`src/rtl/mem_port_arbiter.sv`:
```
// Shares one fixed-latency single-port memory between the F-stage fetch port and the M-stage data port.
// Optional macro ARB_STARVE_GUARD_EN lets a waiting fetch win after STARVE_MAX back-to-back data grants.
module mem_port_arbiter #(
  parameter int AW         = 32,
  parameter int DW         = 32,
  parameter int MEM_LAT    = 2,
  parameter int STARVE_MAX = 4
) (
  input  logic          clk,
  input  logic          rst,
  input  logic          i_req,
  input  logic [AW-1:0] i_addr,
  output logic          i_ack,
  output logic [DW-1:0] i_rdata,
  input  logic          d_req,
  input  logic          d_we,
  input  logic [AW-1:0] d_addr,
  input  logic [DW-1:0] d_wdata,
  output logic          d_ack,
  output logic [DW-1:0] d_rdata,
  output logic          mem_en,
  output logic          mem_we,
  output logic [AW-1:0] mem_addr,
  output logic [DW-1:0] mem_wdata,
  input  logic [DW-1:0] mem_rdata,
  output logic          stall_f,
  output logic          stall_m
);

  typedef enum logic [1:0] {IDLE, BUSY_I, BUSY_D} arbStateT;

  localparam logic [3:0] CNT_INIT = 4'(MEM_LAT);

  if (MEM_LAT < 1 || MEM_LAT > 15 || STARVE_MAX < 1) begin : gBadParams
    $error("mem_port_arbiter: MEM_LAT must be 1..15 and STARVE_MAX at least 1");
  end

  arbStateT      state;
  logic [3:0]    cnt;
  logic [DW-1:0] iRdataReg;
  logic [DW-1:0] dRdataReg;
  logic          grantI;
  logic          grantD;

`ifdef ARB_STARVE_GUARD_EN
  localparam int SW = $clog2(STARVE_MAX + 1);

  logic [SW-1:0] starveCnt;
  logic          starveHit;

  assign starveHit = (starveCnt == SW'(STARVE_MAX));

  // Counts data grants that overtook a waiting fetch; any fetch grant or idle fetch port clears it.
  always_ff @(posedge clk or negedge rst) begin
    if (!rst) begin
      starveCnt <= '0;
    end else if (state == IDLE) begin
      if (grantI || !i_req) begin
        starveCnt <= '0;
      end else if (grantD) begin
        starveCnt <= starveCnt + 1'b1;
      end
    end
  end

  always_comb begin
    grantD = d_req && !(i_req && starveHit);
    grantI = i_req && !grantD;
  end
`else
  always_comb begin
    grantD = d_req;
    grantI = i_req && !d_req;
  end
`endif

  // The access is finished once the latency counter has run down to zero inside a BUSY state.
  assign i_ack = (state == BUSY_I) && (cnt == 4'd0);
  assign d_ack = (state == BUSY_D) && (cnt == 4'd0);

  assign i_rdata = i_ack ? mem_rdata : iRdataReg;
  assign d_rdata = (d_ack && !mem_we) ? mem_rdata : dRdataReg;

  assign stall_f = i_req && !i_ack;
  assign stall_m = d_req && !d_ack;

  always_ff @(posedge clk or negedge rst) begin
    if (!rst) begin
      state     <= IDLE;
      cnt       <= 4'd0;
      mem_en    <= 1'b0;
      mem_we    <= 1'b0;
      mem_addr  <= '0;
      mem_wdata <= '0;
      iRdataReg <= '0;
      dRdataReg <= '0;
    end else begin
      case (state)
        IDLE: begin
          if (grantD) begin
            state     <= BUSY_D;
            cnt       <= CNT_INIT;
            mem_en    <= 1'b1;
            mem_we    <= d_we;
            mem_addr  <= d_addr;
            mem_wdata <= d_wdata;
          end else if (grantI) begin
            state    <= BUSY_I;
            cnt      <= CNT_INIT;
            mem_en   <= 1'b1;
            mem_we   <= 1'b0;
            mem_addr <= i_addr;
          end
        end
        BUSY_I, BUSY_D: begin
          mem_en <= 1'b0;
          if (cnt == 4'd0) begin
            state <= IDLE;
            if (state == BUSY_I) begin
              iRdataReg <= mem_rdata;
            end else if (!mem_we) begin
              dRdataReg <= mem_rdata;
            end
          end else begin
            cnt <= cnt - 4'd1;
          end
        end
        default: begin
          state  <= IDLE;
          mem_en <= 1'b0;
        end
      endcase
    end
  end

endmodule

```
`config.mk`:
```
export PLATFORM = sky130hd
export DESIGN_NAME = mem_port_arbiter
export DESIGN_NICKNAME = d
export VERILOG_FILES = /design/src/rtl/mem_port_arbiter.sv
export SDC_FILE = /design/constraint.sdc
export NUM_CORES = 1
export LEC_CHECK = 0
export CORE_MARGIN = 2
export CORE_UTILIZATION = 47
export DETAILED_ROUTE_END_ITERATION = 16
export GPL_ROUTABILITY_DRIVEN = 0
export PLACE_DENSITY = 0.88
export SLEW_MARGIN = 0
export SYNTH_ARGS = -nofsm -noshare
export SYNTH_HDL_FRONTEND = slang
export SYNTH_SLANG_ARGS = --single-unit
```
`constraint.sdc`:
```
create_clock -name clk -period 7 [get_ports clk]
set_input_delay 1.4 -clock clk [delete_from_list [all_inputs] [get_ports clk]]
set_output_delay 1.4 -clock clk [all_outputs]
set_load 0.02 [all_outputs]
```
==> run metrics <==
outcome completed; clock root cell clkbuf_16; worst path arrival time about 3700 ps; # hold bufs at CTS 0; worst setup path endpoint d_rdata[24]; FF-to-FF path depth 6; Clock Path Buffers 2; top post-synthesis cells by count dfrtp_1, mux2_2, nand2_1; RSZ-0062 raised after global routing no; kind of critical path reg -> out; Tcrit/Tclk final 73.31%; Worst EP required about 5600 ps; Worst IR Drop VDD 0.2140 mV; Clock Latency Late Sink 410 ps; vias in the first global route 5,253; fill cell count around 900; FF-to-FF setup slack 4280 ps; final setup fails 0; reg2reg end dRdataReg[31]$_DFFE_PN0P_; Post-CTS Resized 0; Fin Hold WS 475.1 ps; min-delay worst type reg -> reg; first-pass GRT wire length 27.06 mm; clock slew at reported path FFs around 50 ps; Initial Util 48.22%; antenna diode count 0; fin nets 872; actual slew at the worst max-slew pin approximately 970 ps; first drt pass iteration count 5; vias per inst 5.114; final hold violations 0; Max Cap Viol 0; DP HPWL between 10 and 15 mm; gr ovfl total 0; cts bufs inserted 17; CTS tree yes; GRT Total Usage about a quarter; Synthesized Nets 613; core area 13,300 µm²; CP Capture Type output port; Worst Setup SP cnt[0]$_DFFE_PN0P_; Synth cell types 33; Power Density 462.7 nW/µm²; Highest Clock Rate 194.9 MHz; Synth Register Bits roughly 140; ys flop type dfrtp_1; sequential fraction of the synthesis area 53.08%; Ys Warns 0; Residual DRC 0; Worst R2R Start cnt[0]$_DFFE_PN0P_; die extent in y 120.8 µm; top-count cell post-synth dfrtp_1; Cell Area, Synth 6411 µm²; top post-synthesis cells by area dfrtp_1, mux2_2, mux2_4; Setup Fix Bufs, Post-CTS 0; final worst clock skew 13.87 ps; Fin Setup TNS 0 ps; CTS H-tree depth 4; Leakage 4.309 nW; largest net degree at the start of global routing 77; worst rel slew slack 35.17%; initial DRC count 195; clock sink count 136; Layout Area Growth over Synthesis 52.79%; cell taking the most area after synthesis dfrtp_1; Post-synth EDFFs 0; Startpoint Class register; Die Wd 120.8 µm; IO Pins 267; layout cells sized above 1 23.59%; initial antenna violation count 0; worst-path maximum fanout 21; Tmin final 5132 ps; pins over their slew limit 0; Port-buffer cells 266; gate count of the mapped netlist 475; mean area per synthesized cell around 13 µm²; Avg WL per Cell 18.22 µm; # rows 42; fraction of registers with async set/reset 100.0%; die area 14,590 µm²; area share of the leading cell type in the synthesized netlist 53.08%; post-route ant nets 0; final WL 16.80 mm; Vias 4,715
==> cell usage in the layout (no fill, tap or decap), types with 4 or more instances in the layout <==
cell	n
mux2i_1	32
clkbuf_16	17
clkbuf_1	4
mux2_1	23
nand2_1	38
o21ai_0	34
ha_1	5
mux2_4	30
buf_4	6
mux2_2	107
nor2b_1	5
dfrtp_1	136
inv_1	4
clkdlybuf4s50_1	264
==> critical path: stages (launching register included) <==
cell and delay (ps):
dfrtp_1 400, inv_1 140, ha_1 180, nor3b_1 580
nand3b_1 670, buf_4 460, mux2_2 270, clkdlybuf4s50_1 600
==> state kept, by name (all words and copies together), names as in the netlist <==
register	cells
dRdataReg	32
iRdataReg	32
mem_we	1
mem_en	1
cnt	4
state	2
mem_wdata	32
mem_addr	32
==> power by group <==
group | internal (mW) | switching (mW) | total, mW | leakage (nW)
Sequential | 1.16 | 0.204 | 1.36 | 1.66
Clock | 0.586 | 0.313 | 0.900 | 0.283
Combinational | 1.20 | 1.07 | 2.27 | 2.37
==> layer usage <==
metal | up-vias | global-route usage [%] | part of all wire [%]
met3 | 26 | 7.075 | 6.5
li1 | 2206 | - | -
met1 | 2310 | 27.48 | 39
met4 | 0 | 8.721 | 2.1
met2 | 173 | 42.62 | 52
met5 | - | 0 | 0
==> kinds of logic (layout without fill, tap and decap cells) <==
group / after synthesis / count (layout) / synth area share (%)
fa+ha+maj: 5 / 5 / 0.9758
compound gates: 44 / 44 / 3.825
mux: 192 / 192 / 34.86
flops: 136 / 136 / 53.08
simple gates: 62 / 62 / 4.645
buf+inv: 36 / 307 / 2.615
==> final cells by class <==
| cell class | instances | area, µm² | area share, % |
|---|---|---|---|
| Clock buffer | 24 | 481.7 | 4.918 |
| Multi-Input combinational cell | 303 | 2854 | 29.14 |
| Tap cell | 176 | 220.2 | 2.248 |
| Sequential cell | 136 | 3403 | 34.74 |
| Timing Repair Buffer | 272 | 2704 | 27.60 |
| Clock inverter | 7 | 117.6 | 1.201 |
| Inverter | 4 | 15.01 | 0.1533 |
==> worst min path at each step <==
stage                               from                         to  depth (start not counted)
2_1_floorplan  iRdataReg[11]$_DFFE_PN0P_  iRdataReg[11]$_DFFE_PN0P_                          1
3_3_place_gp    mem_addr[25]$_DFFE_PN0P_   mem_addr[25]$_DFFE_PN0P_                          2
3_5_place_dp          mem_en$_DFFE_PN0P_         mem_en$_DFFE_PN0P_                          2
4_1_cts         mem_addr[15]$_DFFE_PN0P_   mem_addr[15]$_DFFE_PN0P_                          2
5_1_grt         mem_addr[28]$_DFFE_PN0P_   mem_addr[28]$_DFFE_PN0P_                          2
6_report        mem_addr[18]$_DFFE_PN0P_   mem_addr[18]$_DFFE_PN0P_                          2
==> stage by stage <==
| stage | cells | total power, mW | area (µm²) | utilization [%] | setup slack [ps] |
|---|---|---|---|---|---|
| after floorplan | 475 | 2.593 | 6411 | - | 3042 |
| after global placement | 891 | 3.555 | 9196 | 69.17 | 2645 |
| after detailed placement | 891 | 3.641 | 9196 | 69.17 | 2340 |
| after CTS | 922 | 4.575 | 9796 | 73.68 | 1863 |
| after global routing | 922 | 4.772 | 9796 | 73.68 | 1564 |
| final | 922 | 4.533 | 9796 | 73.68 | 1868 |
Note: power is estimated with default switching activity, not from simulation.
